File: src/rtl/ssd_bcd_counter.sv
// Two-digit packed-BCD up/down counter stepped by debounced push-buttons.
// Latency: clean press to value change is DEBOUNCE_CYCLES+4 edges; load lands on the next edge.
// No backpressure: buttons are sampled every cycle; the value output is always valid.
//
// Ports:
//   ssd_clk, ssd_rst      single clock, synchronous active-high reset
//   btn_up, btn_down      raw asynchronous bouncing buttons (active high)
//   load, load_value      synchronous preset, packed BCD, nibbles >9 clamp to 9
//   ssd_value_out         packed BCD count, [7:4] tens, [3:0] units
//   step_pulse            one-cycle pulse on each stepped value change
module ssd_bcd_counter #(
  parameter int unsigned DEBOUNCE_CYCLES = 500000,
  parameter int unsigned HOLD_CYCLES     = 50000000,
  parameter int unsigned REPEAT_CYCLES   = 10000000
) (
  input  logic       ssd_clk,
  input  logic       ssd_rst,
  input  logic       btn_up,
  input  logic       btn_down,
  input  logic       load,
  input  logic [7:0] load_value,
  output logic [7:0] ssd_value_out,
  output logic       step_pulse
);

  localparam int unsigned DW   = $clog2(DEBOUNCE_CYCLES);
  localparam int unsigned TMAX = (HOLD_CYCLES > REPEAT_CYCLES) ? HOLD_CYCLES : REPEAT_CYCLES;
  localparam int unsigned TW   = $clog2(TMAX);

  localparam logic [DW-1:0] DB_LAST   = DW'(DEBOUNCE_CYCLES - 1);
  localparam logic [TW-1:0] HOLD_LAST = TW'(HOLD_CYCLES - 1);
  localparam logic [TW-1:0] REP_LAST  = TW'(REPEAT_CYCLES - 1);

  typedef enum logic [1:0] {
    S_IDLE,
    S_HOLD,
    S_REPEAT
  } state_t;

  // Bit 0 is the up button, bit 1 the down button throughout.
  logic [1:0]    raw;
  logic [1:0]    sync1_q, sync2_q;
  logic [1:0]    deb_q, deb_prev_q, rise_q;
  logic [DW-1:0] cnt_q [2];

  assign raw = {btn_down, btn_up};

  // Synchroniser, debouncer and rising-edge registers for both buttons.
  always_ff @(posedge ssd_clk) begin
    if (ssd_rst) begin
      sync1_q    <= '0;
      sync2_q    <= '0;
      deb_q      <= '0;
      deb_prev_q <= '0;
      rise_q     <= '0;
      for (int b = 0; b < 2; b++) cnt_q[b] <= '0;
    end else begin
      sync1_q    <= raw;
      sync2_q    <= sync1_q;
      deb_prev_q <= deb_q;
      rise_q     <= deb_q & ~deb_prev_q;
      for (int b = 0; b < 2; b++) begin
        if (sync2_q[b] == deb_q[b]) begin
          cnt_q[b] <= '0;
        end else if (cnt_q[b] == DB_LAST) begin
          deb_q[b] <= sync2_q[b];
          cnt_q[b] <= '0;
        end else begin
          cnt_q[b] <= cnt_q[b] + DW'(1);
        end
      end
    end
  end

  function automatic logic [7:0] bcd_inc(input logic [7:0] v);
    logic [3:0] t, u;
    t = v[7:4];
    u = v[3:0];
    if (u >= 4'd9) begin
      u = 4'd0;
      t = (t >= 4'd9) ? 4'd0 : t + 4'd1;
    end else begin
      u = u + 4'd1;
    end
    return {t, u};
  endfunction

  function automatic logic [7:0] bcd_dec(input logic [7:0] v);
    logic [3:0] t, u;
    t = v[7:4];
    u = v[3:0];
    if (u == 4'd0) begin
      u = 4'd9;
      t = (t == 4'd0) ? 4'd9 : t - 4'd1;
    end else begin
      u = u - 4'd1;
    end
    return {t, u};
  endfunction

  function automatic logic [7:0] bcd_clamp(input logic [7:0] v);
    logic [3:0] t, u;
    t = (v[7:4] > 4'd9) ? 4'd9 : v[7:4];
    u = (v[3:0] > 4'd9) ? 4'd9 : v[3:0];
    return {t, u};
  endfunction

  state_t        state_q, state_d;
  logic          dir_q, dir_d;        // 0 = up, 1 = down
  logic [TW-1:0] timer_q, timer_d;
  logic [7:0]    value_q, value_d;
  logic          step_q, step_d;

  logic step_en, step_down;
  logic held_dir, held_other;

  // Debounced levels of the button being repeated and of the opposing one.
  assign held_dir   = dir_q ? deb_q[1] : deb_q[0];
  assign held_other = dir_q ? deb_q[0] : deb_q[1];

  always_comb begin
    state_d   = state_q;
    dir_d     = dir_q;
    timer_d   = timer_q;
    value_d   = value_q;
    step_d    = 1'b0;
    step_en   = 1'b0;
    step_down = 1'b0;

    case (state_q)
      S_IDLE: begin
        // A rise while the other button is down (including a simultaneous
        // rise, which implies both levels high) is ignored.
        if (rise_q[0] && !deb_q[1]) begin
          step_en   = 1'b1;
          step_down = 1'b0;
          dir_d     = 1'b0;
          timer_d   = '0;
          state_d   = S_HOLD;
        end else if (rise_q[1] && !deb_q[0]) begin
          step_en   = 1'b1;
          step_down = 1'b1;
          dir_d     = 1'b1;
          timer_d   = '0;
          state_d   = S_HOLD;
        end
      end
      S_HOLD, S_REPEAT: begin
        if (!held_dir || held_other) begin
          state_d = S_IDLE;
        end else if (timer_q == ((state_q == S_HOLD) ? HOLD_LAST : REP_LAST)) begin
          step_en   = 1'b1;
          step_down = dir_q;
          timer_d   = '0;
          state_d   = S_REPEAT;
        end else begin
          timer_d = timer_q + TW'(1);
        end
      end
      default: state_d = S_IDLE;
    endcase

    if (step_en) begin
      value_d = step_down ? bcd_dec(value_q) : bcd_inc(value_q);
      step_d  = 1'b1;
    end

    // Load overrides any step decided this cycle and cancels auto-repeat.
    if (load) begin
      value_d = bcd_clamp(load_value);
      state_d = S_IDLE;
      timer_d = '0;
      step_d  = 1'b0;
    end
  end

  always_ff @(posedge ssd_clk) begin
    if (ssd_rst) begin
      state_q <= S_IDLE;
      dir_q   <= 1'b0;
      timer_q <= '0;
      value_q <= 8'h00;
      step_q  <= 1'b0;
    end else begin
      state_q <= state_d;
      dir_q   <= dir_d;
      timer_q <= timer_d;
      value_q <= value_d;
      step_q  <= step_d;
    end
  end

  assign ssd_value_out = value_q;
  assign step_pulse    = step_q;

endmodule

File: config.mk
export PLATFORM = sky130hd
export DESIGN_NAME = ssd_bcd_counter
export DESIGN_NICKNAME = d
export VERILOG_FILES = /design/src/rtl/ssd_bcd_counter.sv
export SDC_FILE = /design/constraint.sdc
export NUM_CORES = 1
export LEC_CHECK = 0
export BUFFER_PORTS_ARGS = -buffer_cell sky130_fd_sc_hd__buf_2
export CORE_ASPECT_RATIO = 0.75
export CORE_MARGIN = 2
export CORE_UTILIZATION = 25
export DETAILED_ROUTE_END_ITERATION = 10
export GPL_TIMING_DRIVEN = 0
export PLACE_DENSITY_LB_ADDON = 0.1
export SLEW_MARGIN = 20
export SYNTH_ARGS = -nofsm -noshare
export SYNTH_HDL_FRONTEND = slang
export SYNTH_SLANG_ARGS = --single-unit
File: constraint.sdc
create_clock -name ssd_clk -period 2.9 [get_ports ssd_clk]
set_input_delay 0.58 -clock ssd_clk [delete_from_list [all_inputs] [get_ports ssd_clk]]
set_output_delay 0.58 -clock ssd_clk [all_outputs]
set_load 0.03 [all_outputs]
; ---- After elaboration in Yosys (flattened, before gate mapping)
; Memories as Yosys holds them, arrays and structs flattened.
; Cells that the tools add are included.
[totals]
reg_bits = 48
rom_bits = 0
mem_bits_rw = 38
input_bits = 13
latch_bits = 0
n_memories = 1
[memory_table]
columns = name, words, word_bits, rd, rd_clocked_by_memory_dff, write_ports, line_no
row1 = cnt_q, 2, 19, 2, 0, 2, 44  ; logic [DW-1:0] cnt_q [2];
[classes]
div_mod_pow = 0
muxes = 66
bitwise = 10
n_eq_ne = 11
n_shift = 0
n_reduce_logical = 21
addsub = 7
order_cmp = 4
mul = 0
[ops]
columns = cell, n
row1 = 2-to-1 mux 26 bit, 5
row2 = 2-to-1 mux 19 bit, 6
row3 = case mux 26 bit (2 select lines), 1
row4 = "adder 19 x 1 -> 19 bit, second input constant", 2
row5 = "equality test 19 bit, second input constant", 2
row6 = 2-to-1 mux 1 bit, 36
row7 = 2-to-1 mux 4 bit, 8
row8 = "adder 26 x 1 -> 26 bit, second input constant", 1
row9 = equality test 26 bit, 1
row10 = 2-to-1 mux 8 bit, 3
row11 = "adder 4 x 1 -> 4 bit, second input constant", 2
row12 = "greater-or-equal comparator 4 bit, second input constant", 2
row13 = "greater-than comparator 4 bit, second input constant", 2
row14 = logical NOT 4 bit, 2
row15 = 2-to-1 mux 2 bit, 4
row16 = AND reduction 2 bit, 4
row17 = "subtractor 4 x 1 -> 4 bit, second input constant", 2
row18 = "!= test 3 bit, second input constant", 2
row19 = bitwise OR 1 bit, 6
row20 = AND reduction 3 bit, 2
row21 = nonzero test 2 bit, 3
row22 = case mux 1 bit (2 select lines), 2
row23 = case mux 2 bit (2 select lines), 1
row24 = OR reduction 2 bit, 2
row25 = 13 further kinds, 18

; ---- Depth between registers and ports, before layout
; Gate-level depths: netlist of the first run.
[logic_depth]
depth_word = 9
ltp_mapped = 10

; ---- Least setup slack after synthesis of the first run
; No wires, ideal clock.
[synth_timing]
path_type = register to register
start = reg state_q[0]
end = reg timer_q[23]
arrival_time_ns = 2.298
path_buffers = 1
setup_slack_ns = 0.474
period_less_slack_ns = 2.426
path_stages_with_launch = 11
cell_sequence = dfxtp_1 inv_1 ha_1 nand4b_1 nand2_1 o21ai_1 or4_1 buf_2 nor4_1 xnor2_1 nor2_1
[synth_via]
elab_chain_len = 6
[synth_rtl]
columns = element, line_no
row1 = start: declaration, 108  ; state_t state_q, state_d;
row2 = start signal: assignment, 185  ; state_q <= state_d;
row3 = equality test 2 x 1 -> 1 bit, "130, 151"
row4 = 2-to-1 mux 26 bit, 151  ; end else if (timer_q == ((state_q == S_HOLD) ? HOLD_LAST : REP_LAST)) begin
row5 = equality test 26 bit, 151
row6 = 2-to-1 mux 26 bit, 151
row7 = 2-to-1 mux 26 bit, 149  ; if (!held_dir || held_other) begin
row8 = case mux 26 bit (2 select lines), 130  ; case (state_q)
row9 = end signal: assignment, 187  ; timer_q <= timer_d;
row10 = end: declaration, 110  ; logic [TW-1:0] timer_q, timer_d;
; Parallel ways exist; a longest one is shown, timed or not. The select of a mux whose other input is x is not followed.
; A chain may end at the register's enable or synchronous reset.

; ---- Final worst setup path of the first run
; Ends and elaborated chain as after synthesis.

==> results_dict.tcl, run 1 <==
set metrics [dict create \
    synthFlopType "dfxtp_1" \
    cts_made_buffers 9 \
    ant_nets 0 \
    die_w_um 163 \
    fin_crit_ps 2670 \
    clock-sinks 86 \
    area_growth_syn_to_layout_pct 19.2 \
    crit_chain "inv_1, ha_4, nand4b_1, nand2_1, o21ai_1, or4_4, buf_2, nor4_2, xnor2_1, nor2_1" \
    critPathBufInv 2 \
    viasPerCell 4.46 \
    run_status "finished clean" \
    routedWlPerCell_um 12.7 \
    worst_ep_arrival_time_ps 2890 \
    grt_pass1_wl_um 18000 \
    clock_path_buffers 2 \
    grt_use_met2 0.164 \
    total_power_mw 2.70 \
    synth-async-reset-ratio 0 \
    synth_area_per_cell_um2 8.93 \
    die_h_um 123 \
    num_io_pins 22 \
    p_leak_nw 1.95 \
    tightestPinTransition_ps 734 \
    fin_setup_tns_ps 0 \
    yosysTopAreaCellShare 0.242 \
    synth.distinct_cells 59 \
    fin_worst_skew_ps 8.78 \
    dpl.hpwl_um 7980 \
    rsz0062_at_grt "no" \
    max_freq_ghz 0.375 \
    grt_pass1_vias 3522 \
    cap_violations 0 \
    dr.pass1.iters 7 \
    drc 0 \
    cts-root-buf "clkbuf_16" \
    final_util 0.304 \
    use_met3 0.0335 \
    wirelength_um 10800 \
    stdcell_count 850 \
    cts_hold_buf 0 \
    htree_levels 3 \
    synth_edf_count 38 \
    drive_above_1_share 0.0929 \
    worst-path-max-fanout 10 \
    timing_worst_setup_path_type "flop to flop" \
    drv_slew 0 \
    critPathMaxStageDelay_ps 580 \
    worstSetupEndpointType "flop" \
    grt_max_degree 16 \
    yosysWarningCount 0 \
    holdPathStages 1 \
    start_util 0.255 \
    place.gp.congestion 0.814 \
    ys_ff_latch 86 \
    vias 3790 \
    grt_most_used_layer "met2" \
    antenna_found_initial 0 \
    setup_viol 0 \
    r2r_cells 10 \
    final_cell_mix "93 x nor2_1, 48 x dfxtp_1, 46 x nand2_1" \
    netlist_area_um2 4720 \
    use_met1 0.163 \
    synthCells 528 \
    io_buffers 21 \
    yosysSeqAreaShare 0.446 \
    antenna_cells 0 \
    critPathLaunchType "flop" \
    power-per-cell-area_nw_per_um2 480 \
    layout.nets 623 \
    rows 43 \
    track_usage 0.114 \
    clock_latency_ps 350 \
    path_depth 10 \
    r2r_setup_slack_ps 230 \
    hold_viol 0 \
    relSlewSlack 0.506 \
    path_clk_slew_ps 60 \
    dp_cells 833 \
    tritoncts "yes" \
    fin_crit_sh 0.920 \
    crit_family "simple AND/OR/NAND/NOR gates" \
    coreArea_um2 18500 \
    layout_commonest_cell "nor2_1" \
    synth.largest_area_cell "edfxtp_1" \
    grt_overflow 0 \
    die_area_um2 20000 \
    drt_iter0_markers 180 \
    whs_ps 393 \
    cp_slowest_cell "or4_4" \
    crit_required_ps 3120 \
    hold_class "flop to flop" \
    synth.area.top_cells "edfxtp_1 24%, dfxtp_1 20%, nor2_1 7.4%" \
    vdd_drop_max_mv 0.224 \
]
[registers in the layout, indices dropped and copies added, names as in the netlist, 2 cells and up]
name,count
cnt_q,38
deb_prev_q,2
deb_q,2
rise_q,2
ssd_value_out,8
state_q,2
sync1_q,2
sync2_q,2
timer_q,26
[metal layers]
layer | vias up | wire length [µm] | part of all wire
met2 | 43 | 4480 | 0.41
li1 | 1966 | - | -
met4 | 0 | 141 | 0.013
met5 | - | 0 | 0
met1 | 1770 | 5810 | 0.54
met3 | 11 | 367 | 0.034
[worst register-to-register path, cell delays in order (launching register included)]
cell and delay, ps:
dfxtp_1 390, inv_1 90, ha_4 330, nand4b_1 190
nand2_1 120, o21ai_1 160, or4_4 580, buf_2 210
nor4_2 270, xnor2_1 150, nor2_1 50
[cell usage after synthesis (2+ instances only)]
master / count
dfxtp_1: 48
nand4_1: 13
nor3b_1: 3
a211oi_1: 5
edfxtp_1: 38
nor3_1: 13
xor2_1: 28
o2111ai_1: 2
or3_1: 11
nand2_1: 46
nand3_1: 24
nand2b_1: 9
nor2b_1: 10
o31ai_1: 2
buf_2: 3
nand4b_1: 3
nor4_1: 6
a221oi_1: 2
a21oi_1: 19
or4_1: 2
and3_1: 6
nor2_1: 93
nand3b_1: 3
a21o_1: 2
ha_1: 12
a31oi_1: 2
o21ai_1: 3
inv_1: 19
nor4b_1: 6
o21ai_0: 22
mux2i_1: 8
xnor2_1: 23
clkbuf_1: 11
and2_1: 4
or2_2: 2
buf_1: 2
[cell type report]
type,count,area [µm²]
clock inverter,6,68.8
fill,1995,12900
inverter,19,71.3
multi-input combinational,444,2660
timing repair buffer,22,113
tap,247,309
buffer,16,65.1
clock buffer,10,229
sequential,86,2100
[power by group]
group	internal [mW]	total [mW]	switching, mW
Sequential	1.30	1.33	0.0349
Clock	0.674	1.18	0.511
Combinational	0.0667	0.180	0.114
Total	2.04	2.70	0.659
[cell families after synthesis]
family,synth area share
and+or+nand+nor,0.277
DFF,0.446
AOI/OAI and AO/OA,0.0971
xor gates and xnor gates,0.0947
buffers and inverters,0.0286
adders and majority gates,0.0318
muxes,0.0241
other,0.000795
[stage by stage]
stage | instance area (µm²) | setup slack [ps]
after floorplan | 4860 | 474
after global placement | 5270 | 73.0
after detailed placement | 5270 | 67.1
after CTS | 5570 | 32.2
after global routing | 5620 | 9.80
final | 5620 | 232
[final timing paths]
| path | startpoint | endpoint |
|---|---|---|
| setup / recovery | state_q[0] | timer_q[23] |
| hold / removal | deb_prev_q[0] | rise_q[0] |
| hold reg to reg | deb_prev_q[0] | rise_q[0] |
| setup reg to reg | state_q[0] | timer_q[23] |
[repair_timing]
| action | in CTS | in global routing |
|---|---|---|
| setup buffers | 0 | 1 |
| setup endpoints to repair | 0 | 22 |
| resized for setup | 0 | 8 |
| hold endpoints to repair | 0 | 0 |
Note: power is estimated with default switching activity, not from simulation.
==> run 2, diff against run 1 <==
CORE_UTILIZATION = 54   (was 25)
==> run 2 against run 1 <==
Register-to-register slack is essentially flat. Core utilization rose by 34 points. Global-route usage up 9.6 points. Die area fell by 52%. Sequential cell count is the same. Combinational power barely moved. Maximum frequency shrank 0.15%. Power fell by 4.4%. Clock skew down 2.7 ps. Highest routed layer unchanged.
==> results_dict.tcl, run 2 (synthesis results as in run 1) <==
set metrics [dict create \
    antenna_cells 0 \
    rows 29 \
    r2r_setup_slack_ps 230 \
    final_cell_area_um2 5420 \
    worst-path-max-fanout 10 \
    drt_iter0_markers 252 \
    hold_viol 0 \
    cts_made_buffers 9 \
    antenna_found_initial 0 \
    holdPathStages 1 \
    clock_path_buffers 2 \
    dp_slack_ps 139 \
    dpl.hpwl_um 6840 \
    r2r_cells 10 \
    die_w_um 112 \
    path_clk_slew_ps 60 \
    rsz0062_at_grt "no" \
    grt_pass1_wl_um 16300 \
    fillers 730 \
    worstSetupEndpointType "flop" \
    reg2reg_from "state_q[0]" \
    clock_latency_ps 340 \
    num_io_pins 22 \
    grt_most_used_layer "met2" \
    start_util 0.558 \
    tritoncts "yes" \
    die_area_um2 9510 \
    fin_setup_tns_ps 0 \
    setup_viol 0 \
    track_usage 0.210 \
    vias 3890 \
    top_register "cnt_q" \
    layout_commonest_cell "nor2_1" \
    multi_input_area_um2 2660 \
    max_freq_ghz 0.374 \
    grt_use_met2 0.330 \
    final_cell_mix "93 x nor2_1, 48 x dfxtp_1, 46 x nand2_1" \
    grt_max_degree 16 \
    hold_path_end "rise_q[1]" \
    drc 0 \
    cap_violations 0 \
    area_growth_syn_to_layout_pct 15.0 \
    drv_slew 0 \
    dpl-instance-area_um2 5100 \
    routedWlPerCell_um 13.4 \
    tightestPinTransition_ps 704 \
    hold_class "flop to flop" \
    htree_levels 3 \
    ant_nets 0 \
    crit_required_ps 3110 \
    hp-start "deb_prev_q[1]" \
    critPathLaunchType "flop" \
    r2r_end "timer_q[25]" \
    cp_slowest_cell "or4_4" \
    dr.pass1.iters 4 \
    place.gp.congestion 0.885 \
    clock-sinks 86 \
    coreArea_um2 8450 \
    grt_pass1_vias 3599 \
    drive_above_1_share 0.0945 \
    largest_register_ffs 38 \
    layout.nets 623 \
    fin_crit_sh 0.921 \
    fin_worst_skew_ps 6.12 \
    viasPerCell 5.47 \
    p_leak_nw 1.95 \
    io_buffers 21 \
    use_met1 0.290 \
    seq_area_um2 2100 \
    power-per-cell-area_nw_per_um2 475 \
    critPathMaxStageDelay_ps 580 \
    setup_ws_ps 228 \
    worst_ep_arrival_time_ps 2890 \
    cts-root-buf "clkbuf_16" \
    die_h_um 84.9 \
    fin_crit_ps 2670 \
    wirelength_um 9510 \
    relSlewSlack 0.526 \
    grt_overflow 0 \
    timing_worst_setup_path_type "flop to flop" \
    crit_chain "inv_1, ha_4, nand4b_1, nand2_1, o21ai_1, or4_4, buf_2, nor3_1, xnor2_1, nor2_1" \
    vdd_drop_max_mv 0.453 \
    run_status "finished clean" \
    use_met3 0.0521 \
]
run 2: layout make-up:
cell class | instances | area share
Timing Repair Buffer | 22 | 0.0208
Buffer | 16 | 0.0127
Tap cell | 108 | 0.0249
Inverter | 19 | 0.0131
Clock inverter | 6 | 0.00807
Multi-Input combinational cell | 444 | 0.491
Clock buffer | 10 | 0.0422
Sequential cell | 86 | 0.388
run 2: how the worst max path moves through the flow:
stage / start / to / slack, ps / cells after the start
global route: state_q[0] / timer_q[23] / 7 / 10
global placement: state_q[0] / timer_q[23] / 150 / 10
detailed placement: state_q[0] / timer_q[23] / 140 / 10
CTS: state_q[0] / timer_q[23] / 100 / 10
floorplan: state_q[0] / timer_q[23] / 470 / 10
finish: state_q[0] / timer_q[25] / 230 / 10
run 2: layer usage:
metal  vias up  part of all wire
li1       1972                 -
met1      1823              0.50
met5         -                 0
met2        85              0.45
met4         0             0.011
met3        10             0.037
run 2: per-stage QoR:
step,instances,power [mW],hold slack (ps),utilization
after floorplan,565,1.48,367,-
after global placement,694,1.53,372,0.603
after detailed placement,694,1.53,382,0.603
after CTS,710,2.60,386,0.635
after global routing,711,2.68,390,0.642
final,711,2.58,383,0.642
run 2: where the power goes:
group | switching (mW) | internal [mW]
logic | 0.110 | 0.0671
clock network | 0.481 | 0.589
registers | 0.0349 | 1.30
run 2: what timing repair did:
| action | 4_1_cts | 5_1_grt |
|---|---|---|
| setup buffers | 0 | 1 |
| resized for setup | 0 | 13 |
| setup endpoints to repair | 0 | 22 |
| hold buffers | 0 | 0 |
run 2: worst max-delay path: cells and delay by family, from the launching register on:
kind,cells,cell delay (ps)
simple gates,5,1200
xor+xnor,1,160
buf+inv,2,320
compound gates,1,160
flops,1,400
fa+ha+maj,1,320
==> run 3, diff against run 2 <==
CORE_MARGIN = unset   (was 2)
==> run 3 against run 2 <==
Die area decreased by 4.1%. Maximum frequency decreased by 1.6%. Clock skew decreased by 2.2 ps. Sequential share of layout area increased by 0.26 points. Non-clock buffer count decreased by 1. Register-to-register slack got worse by 40 ps. Cell area decreased by 0.67%. Critical path depth unchanged. Hold slack improved by 2.1 ps. First-iteration DRC count decreased by 9.9%. Worst setup slack got worse by 43 ps. Wire length increased by 0.41%. Critical path type unchanged. Largest cell class unchanged.
==> results_dict.tcl, run 3 (synthesis results as in run 1) <==
set metrics [dict create \
    wirelength_um 9550 \
    vdd_drop_max_mv 0.376 \
    die_area_um2 9120 \
    power-per-cell-area_nw_per_um2 482 \
    dr.pass1.iters 5 \
    hold_class "flop to flop" \
    place.gp.congestion 0.924 \
    p_leak_nw 1.94 \
    top_register "cnt_q" \
    critPathLaunchType "flop" \
    grt_max_degree 17 \
    cts.repair.resized 0 \
    dpl.hpwl_um 7040 \
    run_status "finished clean" \
    fin_crit_sh 0.936 \
    use_met3 0.0487 \
    post-cts-setup-buffer-count 0 \
    drc 0 \
    path_clk_slew_ps 60 \
    max_freq_ghz 0.368 \
    final_cell_area_um2 5390 \
    cts_made_buffers 9 \
    layout.nets 622 \
    grt_use_met2 0.356 \
    grt_overflow 0 \
    total_power_mw 2.60 \
    die_w_um 110 \
    critPathBufInv 2 \
    cap_violations 0 \
    drt_iter0_markers 227 \
    crit_family "compound AO/OA/AOI/OAI gates" \
    largest_register_ffs 38 \
    dpl-instance-area_um2 5100 \
    start_util 0.558 \
    antenna_found_initial 0 \
    antenna_cells 0 \
    setup_viol 0 \
    htree_levels 3 \
    dp_cells 694 \
    routedWlPerCell_um 13.5 \
    critPathMaxStageDelay_ps 380 \
    worstSetupEndpointType "flop" \
    cp_slowest_cell "dfxtp_1" \
    worst_ep_arrival_time_ps 2920 \
    ant_nets 0 \
    tightestPinTransition_ps 761 \
    use_met1 0.299 \
    track_usage 0.221 \
    stdcell_count 710 \
    layout_commonest_cell "nor2_1" \
    drv_slew 0 \
    crit_required_ps 3110 \
    clock-sinks 86 \
    fin_crit_ps 2710 \
    cts-root-buf "clkbuf_16" \
    fillers 736 \
    grt_pass1_vias 3590 \
    drive_above_1_share 0.0880 \
    crit_chain "inv_1, ha_2, nand4b_1, nor3_1, o2111ai_2, a21oi_2, buf_2, nor2_1, a221oi_1, o32ai_1" \
    worst-path-max-fanout 10 \
    final_cell_mix "93 x nor2_1, 48 x dfxtp_1, 46 x nand2_1" \
    fin_worst_skew_ps 3.90 \
    timing_worst_setup_path_type "flop to flop" \
    cts_hold_buf 0 \
    clock_path_buffers 2 \
    vias 3895 \
    io_buffers 21 \
    rsz0062_at_grt "no" \
    clock_latency_ps 340 \
    final_util 0.637 \
    tritoncts "yes" \
    fin_setup_tns_ps 0 \
    die_h_um 82.9 \
    area_growth_syn_to_layout_pct 14.2 \
    grt_pass1_wl_um 16100 \
    hold_viol 0 \
    num_io_pins 22 \
    rows 29 \
    viasPerCell 5.49 \
    relSlewSlack 0.488 \
    grt_most_used_layer "met2" \
    coreArea_um2 8450 \
]
[run 3: stage by stage]
step                      setup slack (ps)  hold slack (ps)
after floorplan                        474              367
after global placement                 147              371
after detailed placement               143              376
after CTS                              117              384
after global routing                  4.53              393
final                                  185              385
[run 3: worst register-to-register path, cell delays in order (launching register included)]
cell and delay [ps]:
dfxtp_1 380, inv_1 60, ha_2 380, nand4b_1 190, nor3_1 320, o2111ai_2 210, a21oi_2 310, buf_2 310
nor2_1 80, a221oi_1 230, o32ai_1 110
[run 3: power breakdown]
group          internal, mW  switching [mW]  leakage, nW
Combinational        0.0667           0.112         1.02
Sequential             1.30          0.0349        0.781
Clock                 0.592           0.498        0.139
Total                  1.95           0.644         1.94
[run 3: path summary, 6_finish.rpt]
check	from	end	slack [ps]	depth (start not counted)
hold / removal	deb_prev_q[0]	rise_q[0]	390	1
setup / recovery	state_q[0]	ssd_value_out[6]	190	10
setup reg to reg	state_q[0]	ssd_value_out[6]	190	10
hold reg to reg	deb_prev_q[0]	rise_q[0]	390	1
[run 3: area by class of cell]
cell class,instances,area (µm²),share of cell area
Clock buffer,9,225,0.0418
Clock inverter,7,53.8,0.00999
Sequential cell,86,2100,0.390
Inverter,19,71.3,0.0132
Tap cell,108,135,0.0251
Buffer,16,63.8,0.0118
Multi-Input combinational cell,444,2630,0.488
Timing Repair Buffer,21,105,0.0195
[run 3: metal layers]
metal  vias to the layer above  share of wire
met5                         -              0
met4                         0         0.0084
met3                         9          0.048
met2                       101           0.47
met1                      1815           0.47
li1                       1970              -
